===== config.mk =====
export PLATFORM = sky130hd
export DESIGN_NAME = vga_compositor_flat
export DESIGN_NICKNAME = d
export VERILOG_FILES = /design/src/rtl/vga_pkg.sv /design/src/rtl/vga_compositor_if.sv /design/src/rtl/vga_timing.sv /design/src/rtl/vga_compositor.sv /design/src/flat_wrapper.sv
export SDC_FILE = /design/constraint.sdc
export NUM_CORES = 1
export LEC_CHECK = 0
export ABC_AREA = 1
export BUFFER_PORTS_ARGS = -buffer_cell sky130_fd_sc_hd__buf_2
export CAP_MARGIN = 20
export CORE_MARGIN = 3
export CORE_UTILIZATION = 40
export DETAILED_ROUTE_END_ITERATION = 12
export SYNTH_ARGS = -nofsm -noshare
export SYNTH_HDL_FRONTEND = slang
export SYNTH_HIERARCHICAL = 1
export SYNTH_SLANG_ARGS = --single-unit
export TNS_END_PERCENT = 1

===== constraint.sdc =====
create_clock -name clk_vga_i -period 5.95 [get_ports clk_vga_i]
set_clock_uncertainty 0.05 [all_clocks]
set_input_delay 0.8925 -clock clk_vga_i [delete_from_list [all_inputs] [get_ports clk_vga_i]]
set_output_delay 0.8925 -clock clk_vga_i [all_outputs]
set_load 0.01 [all_outputs]

===== src/rtl/vga_pkg.sv =====
// Shared VGA defaults: timing constants, game-state encodings, colours and RGB565 slice points.
// Pure declarations, no latency and no flow control.
package vga_pkg;

   localparam int H_ACTIVE_DEF = 640;
   localparam int H_FRONT_DEF  = 16;
   localparam int H_SYNC_DEF   = 96;
   localparam int H_BACK_DEF   = 48;
   localparam int V_ACTIVE_DEF = 480;
   localparam int V_FRONT_DEF  = 10;
   localparam int V_SYNC_DEF   = 2;
   localparam int V_BACK_DEF   = 33;

   function automatic int h_total(input int active, input int front, input int sync, input int back);
      return active + front + sync + back;
   endfunction

   function automatic int v_total(input int active, input int front, input int sync, input int back);
      return active + front + sync + back;
   endfunction

   localparam logic [2:0] ST_IMG     = 3'b010;
   localparam logic [2:0] ST_WHITE_A = 3'b001;
   localparam logic [2:0] ST_WHITE_B = 3'b100;
   localparam logic [2:0] ST_WHITE_C = 3'b101;

   localparam logic [11:0] COL_BLACK = 12'h000;
   localparam logic [11:0] COL_WHITE = 12'hFFF;
   localparam logic [11:0] COL_BG    = 12'hFCD;

   // Top nibble of each RGB565 field becomes the 4-bit channel.
   localparam int PIX_R_LSB = 12;
   localparam int PIX_G_LSB = 7;
   localparam int PIX_B_LSB = 1;

   typedef struct packed {
      logic [3:0] r;
      logic [3:0] g;
      logic [3:0] b;
   } rgb444_t;

   function automatic logic is_white_state(input logic [2:0] st);
      return (st == ST_WHITE_A) || (st == ST_WHITE_B) || (st == ST_WHITE_C);
   endfunction

   function automatic logic in_rect(input logic [12:0] px, input logic [12:0] py,
                                    input logic [12:0] rx, input logic [12:0] ry,
                                    input logic [12:0] rw, input logic [12:0] rh);
      return (px >= rx) && (px < rx + rw) && (py >= ry) && (py < ry + rh);
   endfunction

endpackage


===== src/rtl/vga_compositor_if.sv =====
// Bundle between game controller, image RAM and VGA pins; slave is the compositor side.
// Plain wires, no latency and no flow control.
interface vga_compositor_if #(
   parameter int N_OBJ  = 4,
   parameter int ADDR_W = 19
) ();
   logic [2:0]          state;
   logic [11:0]         img_x;
   logic [11:0]         img_y;
   logic [12*N_OBJ-1:0] obj_x;
   logic [12*N_OBJ-1:0] obj_y;
   logic [N_OBJ-1:0]    obj_hide;
   logic [12*N_OBJ-1:0] obj_color;
   logic [15:0]         pix_data;
   logic [ADDR_W-1:0]   img_addr;
   logic                img_rd_en;
   logic                hsync;
   logic                vsync;
   logic [3:0]          red;
   logic [3:0]          green;
   logic [3:0]          blue;
   logic                frame_start;

   modport master (
      output state, img_x, img_y, obj_x, obj_y, obj_hide, obj_color, pix_data,
      input  img_addr, img_rd_en, hsync, vsync, red, green, blue, frame_start
   );

   modport slave (
      input  state, img_x, img_y, obj_x, obj_y, obj_hide, obj_color, pix_data,
      output img_addr, img_rd_en, hsync, vsync, red, green, blue, frame_start
   );
endinterface


===== src/rtl/vga_timing.sv =====
// VGA raster counters with raw sync/active flags (combinational from counters) and a registered frame_start.
// frame_start is high during the cycle hcnt=0, vcnt=V_ACTIVE; free-running, no backpressure.
module vga_timing
   import vga_pkg::*;
#(
   parameter int H_ACTIVE = H_ACTIVE_DEF,
   parameter int H_FRONT  = H_FRONT_DEF,
   parameter int H_SYNC   = H_SYNC_DEF,
   parameter int H_BACK   = H_BACK_DEF,
   parameter int V_ACTIVE = V_ACTIVE_DEF,
   parameter int V_FRONT  = V_FRONT_DEF,
   parameter int V_SYNC   = V_SYNC_DEF,
   parameter int V_BACK   = V_BACK_DEF
) (
   input  logic        clk_i,
   input  logic        rst_i,
   output logic [11:0] hcnt_o,
   output logic [11:0] vcnt_o,
   output logic        hsync_o,
   output logic        vsync_o,
   output logic        active_o,
   output logic        frame_start_o
);
   localparam int H_TOTAL = h_total(H_ACTIVE, H_FRONT, H_SYNC, H_BACK);
   localparam int V_TOTAL = v_total(V_ACTIVE, V_FRONT, V_SYNC, V_BACK);

   localparam logic [11:0] H_LAST = 12'(H_TOTAL - 1);
   localparam logic [11:0] V_LAST = 12'(V_TOTAL - 1);
   localparam logic [11:0] H_ACT  = 12'(H_ACTIVE);
   localparam logic [11:0] V_ACT  = 12'(V_ACTIVE);
   localparam logic [11:0] HS_BEG = 12'(H_ACTIVE + H_FRONT);
   localparam logic [11:0] HS_END = 12'(H_ACTIVE + H_FRONT + H_SYNC);
   localparam logic [11:0] VS_BEG = 12'(V_ACTIVE + V_FRONT);
   localparam logic [11:0] VS_END = 12'(V_ACTIVE + V_FRONT + V_SYNC);

   logic [11:0] hcnt_q, hcnt_d;
   logic [11:0] vcnt_q, vcnt_d;
   logic        frame_start_q, frame_start_d;

   always_comb begin
      hcnt_d = hcnt_q + 12'd1;
      vcnt_d = vcnt_q;
      if (hcnt_q == H_LAST) begin
         hcnt_d = '0;
         vcnt_d = (vcnt_q == V_LAST) ? '0 : vcnt_q + 12'd1;
      end
      // Decoded from next-state so the flag lines up with the counters it describes.
      frame_start_d = (hcnt_d == '0) && (vcnt_d == V_ACT);
   end

   always_ff @(posedge clk_i) begin
      if (rst_i) begin
         hcnt_q        <= '0;
         vcnt_q        <= '0;
         frame_start_q <= 1'b0;
      end else begin
         hcnt_q        <= hcnt_d;
         vcnt_q        <= vcnt_d;
         frame_start_q <= frame_start_d;
      end
   end

   assign hcnt_o        = hcnt_q;
   assign vcnt_o        = vcnt_q;
   assign hsync_o       = !((hcnt_q >= HS_BEG) && (hcnt_q < HS_END));
   assign vsync_o       = !((vcnt_q >= VS_BEG) && (vcnt_q < VS_END));
   assign active_o      = (hcnt_q < H_ACT) && (vcnt_q < V_ACT);
   assign frame_start_o = frame_start_q;

endmodule


===== src/rtl/vga_compositor.sv =====
// Composites N_OBJ sprites over a RAM background image on internally generated VGA timing; RGB/sync lag counters by 3 cycles.
// No backpressure: pixel clock free-runs and image RAM must return data one cycle after img_rd_en.
module vga_compositor
   import vga_pkg::*;
#(
   parameter int H_ACTIVE = H_ACTIVE_DEF,
   parameter int H_FRONT  = H_FRONT_DEF,
   parameter int H_SYNC   = H_SYNC_DEF,
   parameter int H_BACK   = H_BACK_DEF,
   parameter int V_ACTIVE = V_ACTIVE_DEF,
   parameter int V_FRONT  = V_FRONT_DEF,
   parameter int V_SYNC   = V_SYNC_DEF,
   parameter int V_BACK   = V_BACK_DEF,
   parameter int N_OBJ    = 4,
   parameter int OBJ_W    = 40,
   parameter int OBJ_H    = 40,
   parameter int IMG_W    = 640,
   parameter int IMG_H    = 480,
   parameter int ADDR_W   = 19
) (
   input  logic            clk_vga_i,
   input  logic            rst_i,
   vga_compositor_if.slave vga_bus
);
   logic [11:0] hcnt, vcnt;
   logic        hsync0, vsync0, active0, frame_start;

   vga_timing #(
      .H_ACTIVE (H_ACTIVE), .H_FRONT (H_FRONT), .H_SYNC (H_SYNC), .H_BACK (H_BACK),
      .V_ACTIVE (V_ACTIVE), .V_FRONT (V_FRONT), .V_SYNC (V_SYNC), .V_BACK (V_BACK)
   ) u_timing (
      .clk_i         (clk_vga_i),
      .rst_i         (rst_i),
      .hcnt_o        (hcnt),
      .vcnt_o        (vcnt),
      .hsync_o       (hsync0),
      .vsync_o       (vsync0),
      .active_o      (active0),
      .frame_start_o (frame_start)
   );

   // Shadow copies only move during vertical blanking, so a frame never tears.
   logic [2:0]          sh_state_q;
   logic [11:0]         sh_img_x_q, sh_img_y_q;
   logic [12*N_OBJ-1:0] sh_obj_x_q, sh_obj_y_q, sh_obj_color_q;
   logic [N_OBJ-1:0]    sh_obj_hide_q;

   always_ff @(posedge clk_vga_i) begin
      if (rst_i) begin
         sh_state_q     <= '0;
         sh_img_x_q     <= '0;
         sh_img_y_q     <= '0;
         sh_obj_x_q     <= '0;
         sh_obj_y_q     <= '0;
         sh_obj_color_q <= '0;
         sh_obj_hide_q  <= '1;
      end else if (frame_start) begin
         sh_state_q     <= vga_bus.state;
         sh_img_x_q     <= vga_bus.img_x;
         sh_img_y_q     <= vga_bus.img_y;
         sh_obj_x_q     <= vga_bus.obj_x;
         sh_obj_y_q     <= vga_bus.obj_y;
         sh_obj_color_q <= vga_bus.obj_color;
         sh_obj_hide_q  <= vga_bus.obj_hide;
      end
   end

   logic [12:0] x13, y13, img_dx, img_dy;
   assign x13    = {1'b0, hcnt};
   assign y13    = {1'b0, vcnt};
   assign img_dx = x13 - {1'b0, sh_img_x_q};
   assign img_dy = y13 - {1'b0, sh_img_y_q};

   logic        obj_hit_d;
   logic [11:0] obj_col_d;

   // Walk from the highest index down so the lowest-index hit is the one left standing.
   always_comb begin
      obj_hit_d = 1'b0;
      obj_col_d = COL_BLACK;
      for (int i = N_OBJ - 1; i >= 0; i--) begin
         if (!sh_obj_hide_q[i] &&
             in_rect(x13, y13, {1'b0, sh_obj_x_q[12*i +: 12]}, {1'b0, sh_obj_y_q[12*i +: 12]},
                     13'(OBJ_W), 13'(OBJ_H))) begin
            obj_hit_d = 1'b1;
            obj_col_d = sh_obj_color_q[12*i +: 12];
         end
      end
   end

   logic              img_region;
   logic              img_rd_en_d, img_rd_en_q;
   logic [ADDR_W-1:0] img_addr_d, img_addr_q;

   assign img_region  = active0 && in_rect(x13, y13, {1'b0, sh_img_x_q}, {1'b0, sh_img_y_q},
                                           13'(IMG_W), 13'(IMG_H));
   assign img_rd_en_d = img_region && (sh_state_q == ST_IMG);
   assign img_addr_d  = img_rd_en_d ? ADDR_W'(img_dy) * ADDR_W'(IMG_W) + ADDR_W'(img_dx)
                                    : img_addr_q;

   logic        active1_q, hsync1_q, vsync1_q, obj_hit1_q;
   logic [11:0] obj_col1_q;
   logic        active2_q, hsync2_q, vsync2_q, obj_hit2_q, img2_q;
   logic [11:0] obj_col2_q;

   always_ff @(posedge clk_vga_i) begin
      if (rst_i) begin
         active1_q   <= 1'b0;
         hsync1_q    <= 1'b1;
         vsync1_q    <= 1'b1;
         obj_hit1_q  <= 1'b0;
         obj_col1_q  <= '0;
         img_rd_en_q <= 1'b0;
         img_addr_q  <= '0;
         active2_q   <= 1'b0;
         hsync2_q    <= 1'b1;
         vsync2_q    <= 1'b1;
         obj_hit2_q  <= 1'b0;
         obj_col2_q  <= '0;
         img2_q      <= 1'b0;
      end else begin
         active1_q   <= active0;
         hsync1_q    <= hsync0;
         vsync1_q    <= vsync0;
         obj_hit1_q  <= obj_hit_d;
         obj_col1_q  <= obj_col_d;
         img_rd_en_q <= img_rd_en_d;
         img_addr_q  <= img_addr_d;
         active2_q   <= active1_q;
         hsync2_q    <= hsync1_q;
         vsync2_q    <= vsync1_q;
         obj_hit2_q  <= obj_hit1_q;
         obj_col2_q  <= obj_col1_q;
         img2_q      <= img_rd_en_q;
      end
   end

   rgb444_t rgb_d, rgb_q;
   logic    hsync3_q, vsync3_q;
   logic    pix_unused;

   assign pix_unused = ^{vga_bus.pix_data[11], vga_bus.pix_data[6:5], vga_bus.pix_data[0]};

   always_comb begin
      rgb_d = rgb444_t'(COL_BG);
      if (!active2_q) begin
         rgb_d = rgb444_t'(COL_BLACK);
      end else if (obj_hit2_q) begin
         rgb_d = rgb444_t'(obj_col2_q);
      end else if (img2_q) begin
         rgb_d.r = vga_bus.pix_data[PIX_R_LSB +: 4];
         rgb_d.g = vga_bus.pix_data[PIX_G_LSB +: 4];
         rgb_d.b = vga_bus.pix_data[PIX_B_LSB +: 4];
      end else if (is_white_state(sh_state_q)) begin
         rgb_d = rgb444_t'(COL_WHITE);
      end
   end

   always_ff @(posedge clk_vga_i) begin
      if (rst_i) begin
         rgb_q    <= '0;
         hsync3_q <= 1'b1;
         vsync3_q <= 1'b1;
      end else begin
         rgb_q    <= rgb_d;
         hsync3_q <= hsync2_q;
         vsync3_q <= vsync2_q;
      end
   end

   assign vga_bus.img_addr    = img_addr_q;
   assign vga_bus.img_rd_en   = img_rd_en_q;
   assign vga_bus.hsync       = hsync3_q;
   assign vga_bus.vsync       = vsync3_q;
   assign vga_bus.red         = rgb_q.r;
   assign vga_bus.green       = rgb_q.g;
   assign vga_bus.blue        = rgb_q.b;
   assign vga_bus.frame_start = frame_start;

endmodule


===== src/flat_wrapper.sv =====
// flat-port wrapper written by rule: the top's interface ports become plain ports
module vga_compositor_flat import vga_pkg::*;
#(
   parameter int H_ACTIVE = H_ACTIVE_DEF,
   parameter int H_FRONT  = H_FRONT_DEF,
   parameter int H_SYNC   = H_SYNC_DEF,
   parameter int H_BACK   = H_BACK_DEF,
   parameter int V_ACTIVE = V_ACTIVE_DEF,
   parameter int V_FRONT  = V_FRONT_DEF,
   parameter int V_SYNC   = V_SYNC_DEF,
   parameter int V_BACK   = V_BACK_DEF,
   parameter int N_OBJ    = 4,
   parameter int OBJ_W    = 40,
   parameter int OBJ_H    = 40,
   parameter int IMG_W    = 640,
   parameter int IMG_H    = 480,
   parameter int ADDR_W   = 19
)
  (clk_vga_i, rst_i, vga_bus_state, vga_bus_img_x, vga_bus_img_y, vga_bus_obj_x, vga_bus_obj_y, vga_bus_obj_hide, vga_bus_obj_color, vga_bus_pix_data, vga_bus_img_addr, vga_bus_img_rd_en, vga_bus_hsync, vga_bus_vsync, vga_bus_red, vga_bus_green, vga_bus_blue, vga_bus_frame_start);
  vga_compositor_if #(.N_OBJ(N_OBJ), .ADDR_W(ADDR_W)) vga_bus_i ();
  input  logic clk_vga_i;
  input  logic rst_i;
  input wire logic [$bits(vga_bus_i.state)-1:0] vga_bus_state;
  input wire logic [$bits(vga_bus_i.img_x)-1:0] vga_bus_img_x;
  input wire logic [$bits(vga_bus_i.img_y)-1:0] vga_bus_img_y;
  input wire logic [$bits(vga_bus_i.obj_x)-1:0] vga_bus_obj_x;
  input wire logic [$bits(vga_bus_i.obj_y)-1:0] vga_bus_obj_y;
  input wire logic [$bits(vga_bus_i.obj_hide)-1:0] vga_bus_obj_hide;
  input wire logic [$bits(vga_bus_i.obj_color)-1:0] vga_bus_obj_color;
  input wire logic [$bits(vga_bus_i.pix_data)-1:0] vga_bus_pix_data;
  output wire logic [$bits(vga_bus_i.img_addr)-1:0] vga_bus_img_addr;
  output wire logic [$bits(vga_bus_i.img_rd_en)-1:0] vga_bus_img_rd_en;
  output wire logic [$bits(vga_bus_i.hsync)-1:0] vga_bus_hsync;
  output wire logic [$bits(vga_bus_i.vsync)-1:0] vga_bus_vsync;
  output wire logic [$bits(vga_bus_i.red)-1:0] vga_bus_red;
  output wire logic [$bits(vga_bus_i.green)-1:0] vga_bus_green;
  output wire logic [$bits(vga_bus_i.blue)-1:0] vga_bus_blue;
  output wire logic [$bits(vga_bus_i.frame_start)-1:0] vga_bus_frame_start;
  assign vga_bus_i.state = vga_bus_state;
  assign vga_bus_i.img_x = vga_bus_img_x;
  assign vga_bus_i.img_y = vga_bus_img_y;
  assign vga_bus_i.obj_x = vga_bus_obj_x;
  assign vga_bus_i.obj_y = vga_bus_obj_y;
  assign vga_bus_i.obj_hide = vga_bus_obj_hide;
  assign vga_bus_i.obj_color = vga_bus_obj_color;
  assign vga_bus_i.pix_data = vga_bus_pix_data;
  assign vga_bus_img_addr = vga_bus_i.img_addr;
  assign vga_bus_img_rd_en = vga_bus_i.img_rd_en;
  assign vga_bus_hsync = vga_bus_i.hsync;
  assign vga_bus_vsync = vga_bus_i.vsync;
  assign vga_bus_red = vga_bus_i.red;
  assign vga_bus_green = vga_bus_i.green;
  assign vga_bus_blue = vga_bus_i.blue;
  assign vga_bus_frame_start = vga_bus_i.frame_start;
  vga_compositor #(.H_ACTIVE(H_ACTIVE), .H_FRONT(H_FRONT), .H_SYNC(H_SYNC), .H_BACK(H_BACK), .V_ACTIVE(V_ACTIVE), .V_FRONT(V_FRONT), .V_SYNC(V_SYNC), .V_BACK(V_BACK), .N_OBJ(N_OBJ), .OBJ_W(OBJ_W), .OBJ_H(OBJ_H), .IMG_W(IMG_W), .IMG_H(IMG_H), .ADDR_W(ADDR_W)) u_core (.clk_vga_i(clk_vga_i), .rst_i(rst_i), .vga_bus(vga_bus_i));
endmodule

==> flow_summary_export.csv <==
group,metric,value,unit
min_path,min_path_cells,2,
floorplanning,start_util,40.8,%
floorplanning,io_pins,228,
final_layout,seqCellArea,0.00535,mm^2
synthesis,yosys_warnings,6,
drt,vias_per_cell,5.05,
drt,first_iter_violations,1029,
worst_setup_path,critPathLaunchType,"register",
min_path,hp-class,"register to register",
final_layout,nNetsFinal,3218,
worst_setup_path,arrival,4710,ps
worst_setup_path,ff2ff_path_depth,22,
status,status,"completed",
final_layout,final_common_cell,"nand2_1",
final_layout,stdcell_count,3393,
floorplanning,core,0.0446,mm^2
worst_setup_path,ff2ff_setup_slack,1680,ps
worst_setup_path,crit_path_end_kind,"register",
worst_setup_path,required,6390,ps
floorplanning,die_area,0.0481,mm^2
drt,num_vias,17100,
synthesis,ys_ff_latch,267,
power_and_ir_drop,vdd_drop_max,0.187,mV
synthesis,syn_inst,2594,
floorplanning,fp-row-count,77,
final_layout,layout-drive-gt1-share,12.9,%
sta,post-route-period-util,71.7,%
sta,timing.final.crit_period,4270,ps
final_layout,design_area,0.0209,mm^2
place,place_area,0.0198,mm^2
sta,slew_viol_final,0,
sta,setup_viol,0,
min_path,hold_start,"u_core/obj_col1_q[7]",
synthesis,synth.net_count,3032,
drt,wl_per_cell,15.4,um
min_path,hold_path_end,"u_core/obj_col2_q[7]",
power_and_ir_drop,power.total,4.05,mW
cts,cts-root-buf,"clkbuf_16",
sta,fmax,0.234,GHz
power_and_ir_drop,power_density,194,mW/mm^2
cts,cts_tree,"done",
global_routing,antenna_found_initial,0,
sta,tns,0,ps
final_layout,synthToLayoutAreaGrowth,14.7,%
synthesis,avgSynthCellArea,7.01,um^2
drt,routed_wl,52.3,mm
place,io_buffers,223,
synthesis,ys.flop_type,"dfxtp_1",
worst_setup_path,crit_start,"u_core/u_timing/vcnt_o[3]",
cts,clkLatencyLatePin,600,ps
sta,slew_headroom,35.2,%
drt,drc_errors,0,
drt,final_antenna_net_count,0,
cts,cts.repair.resized,0,
global_routing,grt_pass1_vias,16700,
sta,rsz0062_at_grt,"false",
synthesis,ys_seq_area_share,29.4,%
cts,path_clk_slew,60,ps
global_routing,grt_pass1_wl,84.5,mm
worst_setup_path,path_max_fanout,16,
final_layout,fillCellCount,4623,
floorplanning,dieWidth,219,um
synthesis,ys_async_sr_fraction,0,%
cts,cts-hold-fix-buffers,0,
sta,tightest_slew,970,ps
global_routing,grt_max_degree,146,
final_layout,antenna_cells,0,
floorplanning,dieHeight,219,um
place,place_hpwl,39.2,mm
flow_run,drv_cap,0,
worst_setup_path,criticalPathCategory,"register to register",
place,place_inst,3339,
cts,h-tree-depth,1,
cts,clk_path_buf_depth,3,
synthesis,synth_edf_count,0,
cts,cts_buffers,31,
cts,post-cts-setup-buffers,0,
drt,firstDrtPassIters,5,
final_layout,multi_input_area,0.0112,mm^2
power_and_ir_drop,p_leak,10.3,nW
worst_setup_path,r2r_end,"u_core/vga_bus.img_addr[18]",
global_routing,track_usage,21.6,%
global_routing,grt-ovfl-total,0,
worst_setup_path,rr_startpoint,"u_core/u_timing/vcnt_o[3]",
place,place_congestion,0.885,
synthesis,syn_area,0.0182,mm^2
synthesis,yosys.cell_types.count,46,
sta,finalHoldViolCount,0,
final_layout,final_cell_mix,"451 x nand2_1, 329 x inv_1, 295 x nor2_1, 266 x dfxtp_1, 255 x o21ai_0",
cts,cts.sinks,267,
## per-stage QoR
stage	utilization, %	setup slack [ps]	hold slack [ps]
global route	46.8	1230	369
CTS	46.8	1660	356
floorplan	-	2250	338
detailed placement	44.4	1650	346
global placement	44.4	1690	343
finish	46.8	1680	356
## area by class of cell
type / instances / share of cell area (%)
clock buffers: 38 / 4.04
inverters: 342 / 6.21
flip-flops and latches: 267 / 25.6
clock inverters: 16 / 1.10
well taps: 592 / 3.55
multi-input cells: 1898 / 53.5
repair buffers: 240 / 5.96
## critical path, cell delays in order (launching register included)
cell	delay (ps)
dfxtp_1	860
ha_1	420
a21oi_1	150
nand2_1	130
xor2_1	190
ha_1	330
inv_1	60
fa_1	530
inv_1	40
ha_1	310
nand2_1	80
nor2_1	90
nand2_1	50
nand3_1	80
nand2_1	70
nand2_1	80
nand3_1	90
nor2_1	160
nand3_1	120
nand3_1	100
nand3_1	70
nand2_1	80
nor2_1	40
## state kept, by name, summed over array words and instances, names as in the netlist, 3 cells and up
register and count:
u_core/sh_state_q 3, u_core/sh_obj_x_q 48, u_core/vga_bus.green 4, u_core/vga_bus.blue 4, u_core/sh_obj_hide_q 4, u_core/sh_img_y_q 12, u_core/sh_img_x_q 12, u_core/vga_bus.red 4
u_core/obj_col2_q 12, u_core/u_timing/vcnt_o 12, u_core/sh_obj_color_q 48, u_core/vga_bus.img_addr 19, u_core/sh_obj_y_q 48, u_core/obj_col1_q 12, u_core/u_timing/hcnt_o 12
## worst max-delay path by stage
| stage | endpoint | depth (start not counted) | slack (ps) |
|---|---|---|---|
| after floorplan | u_core/vga_bus.img_addr[16] | 23 | 2250 |
| after detailed placement | u_core/vga_bus.img_addr[18] | 22 | 1650 |
| after global placement | u_core/vga_bus.img_addr[18] | 22 | 1690 |
| final | u_core/vga_bus.img_addr[18] | 22 | 1680 |
| after global routing | u_core/vga_bus.img_addr[18] | 22 | 1230 |
| after CTS | u_core/vga_bus.img_addr[18] | 22 | 1660 |
## logic make-up after synthesis
| logic type | after synthesis | share of synthesized area [%] |
|---|---|---|
| compound gates | 534 | 15.2 |
| xor+xnor | 95 | 4.57 |
| fa+ha+maj | 245 | 17.0 |
| buf+inv | 429 | 9.27 |
| flops | 267 | 29.4 |
| simple gates | 1024 | 24.5 |
## metal layers
metal | GRT usage [%] | share of wire [%] | vias to the layer above
met4 | 5.42 | 2.1 | 0
met1 | 29.6 | 47 | 7807
met3 | 2.48 | 4.6 | 77
met2 | 36.1 | 46 | 361
li1 | - | - | 8873
met5 | 0 | 0 | -
## cell usage after synthesis (2+ instances only)
master / number / area share (%)
xor2_1: 85 / 4.1
o21a_1: 6 / 0.25
nand3b_1: 14 / 0.58
nor3_1: 30 / 0.83
a21oi_1: 244 / 6.7
nand2_2: 7 / 0.24
dfxtp_1: 267 / 29
o21ai_2: 3 / 0.14
and3_1: 4 / 0.14
fa_1: 4 / 0.44
a31oi_1: 5 / 0.17
nor2_2: 10 / 0.34
nand3_1: 129 / 3.5
buf_6: 8 / 0.50
o211ai_1: 2 / 0.083
clkbuf_1: 67 / 1.4
o21ai_1: 2 / 0.055
nor3_4: 3 / 0.27
or2_1: 2 / 0.069
and2_1: 3 / 0.10
nand3_2: 9 / 0.50
buf_2: 6 / 0.17
inv_2: 9 / 0.19
or2_2: 9 / 0.31
nand4_2: 2 / 0.14
xnor2_1: 10 / 0.48
nand4_1: 49 / 1.7
nand2_1: 451 / 9.3
nor2_4: 5 / 0.31
buf_1: 3 / 0.062
inv_1: 331 / 6.8
a21o_1: 6 / 0.25
o21ai_0: 255 / 7.0
nor2_1: 295 / 6.1
clkbuf_2: 2 / 0.055
ha_1: 241 / 17
o221ai_1: 2 / 0.096
a21oi_2: 6 / 0.29
## power by group
group	switching [mW]	internal, mW	leakage, nW	total [mW]
clock	0.800	1.22	0.519	2.02
combinational	0.135	0.0936	7.58	0.228
sequential	0.00764	1.79	2.15	1.80
(Power assumes the default switching activity.)
